## config.mk

```make
export PLATFORM = sky130hd
export DESIGN_NAME = rsc_encoder_term
export DESIGN_NICKNAME = d
export VERILOG_FILES = /design/src/rtl/rsc_encoder_term.sv
export SDC_FILE = /design/constraint.sdc
export NUM_CORES = 1
export LEC_CHECK = 0
export ABC_AREA = 1
export CAP_MARGIN = 20
export CELL_PAD_IN_SITES_DETAIL_PLACEMENT = 0
export CELL_PAD_IN_SITES_GLOBAL_PLACEMENT = 1
export CORE_AREA = 2 2 85 87
export DETAILED_ROUTE_END_ITERATION = 12
export DIE_AREA = 0 0 87 89
export GPL_TIMING_DRIVEN = 0
export HOLD_SLACK_MARGIN = 0.1
export PLACE_DENSITY = 0.67
export SETUP_SLACK_MARGIN = 0.4
export SLEW_MARGIN = 20
export SYNTH_ARGS = -nofsm -noshare
export SYNTH_HDL_FRONTEND = slang
export SYNTH_SLANG_ARGS = --single-unit
```

## constraint.sdc

```tcl
create_clock -name Clock -period 2.3 [get_ports Clock]
set_input_delay 0.23 -clock Clock [delete_from_list [all_inputs] [get_ports Clock]]
set_output_delay 0.23 -clock Clock [all_outputs]
set_load 0.05 [all_outputs]
```

## src/rtl/rsc_encoder_term.sv

```systemverilog
// rsc_encoder_term: 8-state recursive systematic convolutional encoder.
//   Feedback polynomial 1+D^2+D^3, feedforward 1+D+D^3.
//   Each block of len information bits is followed by 3 tail steps.
//   The tail steps drive the state register back to 000.
//   The output pair register uses a valid/ready handshake.
//   All state advance is gated by Enable && !Error_previous.
// Optional feature: define RSC_RAZOR_EN to add a shadow latch on s1..s3.
//   Error_current then flags a mismatch between the latch and the
//   register. Without the macro, Error_current is tied low.
module rsc_encoder_term #(
  parameter int K_MAX = 6144,
  parameter int LW    = 13
) (
  input  logic          Clock,
  input  logic          nReset,
  input  logic          nClear,
  input  logic          Enable,
  input  logic          Error_previous,
  input  logic          Start,
  input  logic [LW-1:0] Block_len,
  input  logic          in_bit,
  input  logic          in_valid,
  output logic          in_ready,
  output logic          out_sys,
  output logic          out_par,
  output logic          out_tail,
  output logic          out_valid,
  input  logic          out_ready,
  output logic          Done,
  output logic          Error_current
);

  typedef enum logic [1:0] {IDLE, ENCODE, TAIL, DRAIN} fsm_t;

  localparam logic [LW-1:0] K_MAX_L = LW'(K_MAX);

  fsm_t          state;
  logic          s1, s2, s3;
  logic [LW-1:0] len;
  logic [LW-1:0] count;
  logic [1:0]    tail_cnt;

  logic          rst_n;
  logic          adv;
  logic          slot_free;
  logic          take_bit;
  logic          tail_fire;
  logic          accept;
  logic          step_x;
  logic          fb;
  logic          par;
  logic [LW-1:0] len_clamped;

  // Either reset input clears the whole block.
  assign rst_n = nReset && nClear;

  // Handshake qualifiers and one trellis step for the current input.
  // During termination the input is chosen so that the feedback bit is 0.
  always_comb begin
    adv         = Enable && !Error_previous;
    slot_free   = !out_valid || out_ready;
    in_ready    = (state == ENCODE) && adv && slot_free;
    take_bit    = in_ready && in_valid;
    tail_fire   = (state == TAIL) && adv && slot_free;
    accept      = adv && out_valid && out_ready;
    step_x      = (state == TAIL) ? (s2 ^ s3) : in_bit;
    fb          = step_x ^ s2 ^ s3;
    par         = fb ^ s1 ^ s3;
    len_clamped = (Block_len > K_MAX_L) ? K_MAX_L : Block_len;
  end

  // Control FSM, trellis state and registered output pair.
  always_ff @(posedge Clock or negedge rst_n) begin
    if (!rst_n) begin
      state     <= IDLE;
      s1        <= 1'b0;
      s2        <= 1'b0;
      s3        <= 1'b0;
      len       <= '0;
      count     <= '0;
      tail_cnt  <= 2'd0;
      out_sys   <= 1'b0;
      out_par   <= 1'b0;
      out_tail  <= 1'b0;
      out_valid <= 1'b0;
      Done      <= 1'b0;
    end else begin
      // Done is a single-cycle pulse.
      Done <= 1'b0;
      if (adv) begin
        case (state)
          IDLE: begin
            if (Start) begin
              len      <= len_clamped;
              count    <= '0;
              tail_cnt <= 2'd0;
              state    <= (len_clamped == '0) ? TAIL : ENCODE;
            end
          end
          ENCODE: begin
            if (take_bit) begin
              out_sys   <= in_bit;
              out_par   <= par;
              out_tail  <= 1'b0;
              out_valid <= 1'b1;
              s3        <= s2;
              s2        <= s1;
              s1        <= fb;
              count     <= count + LW'(1);
              if (count + LW'(1) == len) begin
                state <= TAIL;
              end
            end else if (accept) begin
              out_valid <= 1'b0;
            end
          end
          TAIL: begin
            if (tail_fire) begin
              out_sys   <= step_x;
              out_par   <= par;
              out_tail  <= 1'b1;
              out_valid <= 1'b1;
              s3        <= s2;
              s2        <= s1;
              s1        <= fb;
              tail_cnt  <= tail_cnt + 2'd1;
              if (tail_cnt == 2'd2) begin
                state <= DRAIN;
              end
            end
          end
          DRAIN: begin
            if (accept) begin
              Done      <= 1'b1;
              out_valid <= 1'b0;
              state     <= IDLE;
            end
          end
          default: state <= IDLE;
        endcase
      end
    end
  end

`ifdef RSC_RAZOR_EN
  logic [2:0] shadow;

  // Shadow copy of the state, open only while the stage is idle-enabled
  // in the clock-high phase.
  always_latch begin
    if (!rst_n) begin
      shadow <= 3'b000;
    end else if (!Enable && !Error_previous && Clock) begin
      shadow <= {s3, s2, s1};
    end
  end

  assign Error_current = |(shadow ^ {s3, s2, s1});
`else
  assign Error_current = 1'b0;
`endif

endmodule

```

== Yosys cells after proc, flatten, opt, wreduce, memory -nomap -nowiden ==
Index checks and enable logic that the tools add are counted.
Operators by class
  add/sub/neg operators: 2
  magnitude comparators: 1
  equality and inequality tests: 11
  multiplexer cells: 40
  bitwise logic cells: 5
  reductions and logical operators: 24
Operators with widths (count)
  13-bit 2-to-1 mux: 3
  13-bit case mux with 2 select lines: 1
  1-bit 2-to-1 mux: 18
  2-bit 2-to-1 mux: 9
  13-bit by 1-bit adder with 13-bit output (second input constant): 1
  13-bit == test: 1
  13-bit > comparator (second input constant): 1
  13-bit logical NOT: 1
  1-bit case mux with 2 select lines: 6
  4-bit AND reduction: 3
  1-bit logical AND: 9
  2-bit inequality test (second input constant): 4
  2-bit case mux with 4 select lines: 1
  7-bit AND reduction: 1
  2-bit == test (second input constant): 3
  3-bit AND reduction: 2
  2-bit nonzero test: 3
  1-bit bitwise XOR: 5
  2-bit by 1-bit inequality test with 1-bit output (second input constant): 2
  2-bit case mux with 2 select lines: 1
  1-bit case mux with 3 select lines: 1
  3-bit nonzero test: 1
  2-bit by 1-bit adder with 2-bit output (second input constant): 1
  2-bit by 1-bit == test with 1-bit output (second input constant): 1
  3 further kinds: 4
Word-level totals
  register bits after elaboration: 38
  output and inout bits: 7
  logic and storage cells: 95

== Longest topological paths before layout ==
  depth in word-level cells: 8
  gate-level depth with buffers: 16
  gate-level depth less buffers: 16

== Worst setup path after synthesis ==
OpenSTA, ideal clock, no wires.
  path type: flip-flop to flip-flop
  from: reg out_valid
  to: reg state[0]
  setup time: 0.117 ns
  arrival time: 2.055 ns
  required time: 2.183 ns
  path slack: 0.128 ns
  stages on the path, launching flop included: 11
  path buffers: 0
  clock period less this slack: 2.172 ns
  cells stage by stage: dfrtp_1 inv_1 nor2_1 nor2_2 nand2_1 nand2_1 nand2_1 nor4_1 nand2_2 nand2_1 nand2_1
Between the ends
  cells in the longest elaborated chain, start to end: 6
  elaborated cells on any way between the ends: 11
Ends and longest elaborated chain
  start, declared: line 27  | output logic out_valid,
  start signal, assigned: line 85  | out_valid <= 1'b0;
  start signal, assigned: line 105  | out_valid <= 1'b1;
  start signal, assigned: line 114  | out_valid <= 1'b0;
  1-bit logical NOT: line 61  | slot_free = !out_valid || out_ready;
  1-bit logical OR: line 61
  1-bit logical AND: line 62  | in_ready = (state == ENCODE) && adv && slot_free;
  named net in_ready: line 23  | output logic in_ready,
  1-bit logical AND: line 63  | take_bit = in_ready && in_valid;
  2-bit inequality test (no source line)
  7-bit AND reduction (no source line)
  end signal, assigned: line 97  | state <= (len_clamped == '0) ? TAIL : ENCODE;
  end, declared: line 37  | fsm_t state;
The timed path passes the listed nets, and every way through them passes these cells.
A chain may end at the register's enable or synchronous reset.

== Worst setup path after layout ==
  from: reg count[1]
  to: reg state[1]
Between the ends
  cells in the longest elaborated chain, start to end: 4
Ends and longest elaborated chain
  start, declared: line 40  | logic [LW-1:0] count;
  start signal, assigned: line 109  | count <= count + LW'(1);
  13-bit by 1-bit adder with 13-bit output: line 110  | if (count + LW'(1) == len) begin
  13-bit == test: line 110
  2-bit by 1-bit inequality test with 1-bit output (no source line)
  7-bit AND reduction (no source line)
No other way between the ends.

==> results.cfg <==
[setup_path]
crit_slowest_cell = dfrtp_1
endpoint = state[1]$_DFFE_PN0P_
cp_data_arrival_time_ns = 2.06
critPathMaxFanout = 5
required_ns = 2.48
r2r-end = state[1]$_DFFE_PN0P_
r2r-start = count[1]$_DFFE_PN0P_
crit_path_start_kind = register
crit_type = register to register
path_common_cell = nand2_1
startpoint = count[1]$_DFFE_PN0P_
path_cells = buf_4 -> nand2_2 -> nor2_4 -> buf_4 -> nand2_1 -> nand2_1 -> nand3_1 -> nand2_1 -> nor2_1 -> nand2_1 -> nor2_1 -> nand3_2 -> nand2_2 -> nand2_2 -> nand2_1 -> nand2_1
r2r_slack_ns = 0.43
slowest_delay_ns = 0.42
end_kind = register
reg2reg_depth = 16

[clock_tree]
cts_tree = yes
ctsHoldBuffers = 0
cts-htree-levels = 2
clk_path_buf_depth = 2
cts-root-buf = clkbuf_8
clk_latency_ns = 0.29
cts_sinks = 38
clk_pin_slew_ns = 0.08
cts_buffers = 5

[cells_and_area]
antennaDiodeCount = 0
drive_above_1_share_pct = 16.12
nNetsFinal = 393
stdcell_count = 446
design_area_mm2 = 0.003017
syn_to_final_growth_pct = 30.25
nFillCells = 678

[die]
die_w_um = 87
die_h_um = 89
row_count = 30
io_pins = 29
initial_utilization_pct = 34.47
die_area_mm2 = 0.007743
core-area_mm2 = 0.006719

[job]
drv_cap = 0

[synth]
synth_area_leader_cell = dfrtp_1
synth_nets = 346
synth_area_mm2 = 0.002316
synth_area_leaders = dfrtp_1 41%, nand2_1 14%, inv_1 9.7%
synth.avg_cell_area_um2 = 7.283
synth_top_area_share_pct = 41.06
yosys_register_bits = 38
yosys-top-cells-count = 88 x nand2_1, 60 x inv_1, 38 x dfrtp_1, 27 x nand3_1, 21 x o22ai_1
ys_seq_area_share_pct = 41.06
ys_types = 32
synth_most_common_cell = nand2_1
async_flop_share_pct = 100.0
yosysWarnings = 0
synth_edf_count = 0
syn_inst = 318
synth_top_flop_cell = dfrtp_1

[placement]
placed_cells = 426
dp_hpwl_mm = 4.313
io_buffers = 27
dp_slack_ns = 0.1668
place.gp.congestion = 0.8484
dpl_cell_area_mm2 = 0.002735

[timing]
maxSlewHeadroom_pct = 66.82
maxSlewViolCount = 0
worst_slack_ns = 0.4255
hold_viol = 0
tightest_slew_ns = 0.4961
setup_viol = 0
rsz0062_at_grt = true
skew_ns = 0.007729
period_share_pct = 81.50
fmax_ghz = 0.5335
post-route-min-period_ns = 1.874

[detailed_routing]
wire_per_inst_um = 13.07
viasPerCell = 4.695
finalWirelength_mm = 5.830
drt_iter0_drc = 59
vias = 2094
drc = 0
drtAntennaViolNets = 0
first_pass_iters = 4

[global_route]
grt_pass1_wl_mm = 9.873
grt_antenna_before_repair = 0
grt_max_degree = 31
grt_pass1_vias = 2148
overflow = 0
grtUsageTotal_pct = 16.59

[pwr]
p_leak_nw = 1.448
ir_drop_uv = 399.4
power_density_mw_per_mm2 = 1118

[run_status]
status = finished clean

[hold_path]
hp-class = primary input to asynchronous set/reset pin
layout by cell type (no fill, tap or decap), types with 2 or more instances in the layout:
cell type / netlist / final
nand2_1: 88 / 85
inv_1: 60 / 58
dfrtp_1: 38 / 36
nand3_1: 27 / 26
clkdlybuf4s50_1: 0 / 26
o22ai_1: 21 / 20
o21ai_0: 18 / 16
buf_4: 1 / 13
nor2_1: 17 / 12
nand4_1: 6 / 6
nor2_2: 4 / 6
clkbuf_8: 0 / 5
nor2_4: 1 / 4
nand2_2: 2 / 4
ha_1: 6 / 4
buf_6: 1 / 3
nand3_2: 2 / 3
xor2_1: 3 / 3
clkinv_2: 0 / 3
inv_2: 0 / 2
nor4_1: 3 / 2
xnor2_1: 2 / 2
nor3_1: 2 / 2
o21ai_1: 0 / 2
a31oi_1: 2 / 2
clkbuf_2: 0 / 2
ha_4: 0 / 2
dfrtp_2: 0 / 2
state kept, by name, indices dropped and copies added, names as in the netlist:
register and count:
s2 1, s3 1, len 13, count 13
tail_cnt 2, s1 1, out_valid 1, state 2
out_sys 1, out_tail 1, out_par 1, Done 1
routing by layer:
metal | vias up | global-route usage [%] | wire length (µm)
li1 | 1118 | - | -
met2 | 21 | 30.40 | 3021
met4 | 0 | 3.835 | 29
met3 | 2 | 3.416 | 145
met5 | - | 0 | 0
met1 | 953 | 19.95 | 2634
power by group:
group	internal, mW	total [mW]	switching, mW	leakage (nW)
combinational	0.673	1.61	0.937	0.890
sequential	0.955	1.18	0.230	0.500
clock	0.320	0.576	0.257	0.0579
total	1.95	3.37	1.42	1.45
area by class of cell:
type	count	area (µm²)	area share (%)
sequential	38	953.4	31.61
tap	80	100.1	3.318
buffer	6	51.30	1.701
multi-input combinational	213	1191	39.49
inverter	61	230.2	7.632
timing repair buffer	40	381.6	12.65
clock buffer	5	68.82	2.281
clock inverter	3	40.04	1.327
critical path, delay by kind of cell (launching register included):
kind / cells / cell delay (ns)
DFF: 1 / 0.42
buffers and inverters: 2 / 0.32
and+or+nand+nor: 14 / 1.03
how the worst min path moves through the flow:
stage	from	to	slack, ns	depth (start not counted)
3_5_place_dp	out_par$_DFFE_PN0P_	out_par$_DFFE_PN0P_	0.48	2
3_3_place_gp	out_sys$_DFFE_PN0P_	out_sys$_DFFE_PN0P_	0.47	2
5_1_grt	nClear	count[2]$_DFFE_PN0P_	0.30	3
2_1_floorplan	out_ready	Done$_DFF_PN0_	0.34	2
4_1_cts	nReset	len[3]$_DFFE_PN0P_	0.26	3
6_report	nClear	len[2]$_DFFE_PN0P_	0.26	3
metrics by stage:
step	TNS, ns	util [%]	hold slack (ns)	total power, mW
2_1_floorplan	0	-	0.3419	2.267
3_3_place_gp	-0.03610	40.41	0.4740	2.636
3_5_place_dp	0	40.71	0.4813	2.651
4_1_cts	0	43.65	0.2597	3.327
5_1_grt	0	44.90	0.2959	3.682
6_report	0	44.90	0.2581	3.371
kinds of logic after synthesis:
kind of cell	count (synthesis)	share of synthesized area, %
compound gates	45	11.35
xor+xnor	5	1.891
fa+ha+maj	6	3.241
buf+inv	67	11.45
flops	38	41.06
other cells	1	0.1619
simple gates	156	30.85
what timing repair did:
action,4_1_cts,5_1_grt
setup buffers,7,4
resized for setup,17,14
gates cloned,0,1
endpoints found under the setup margin,23,28
pin swaps,7,4
No activity file was read; power rests on OpenSTA's default activity.
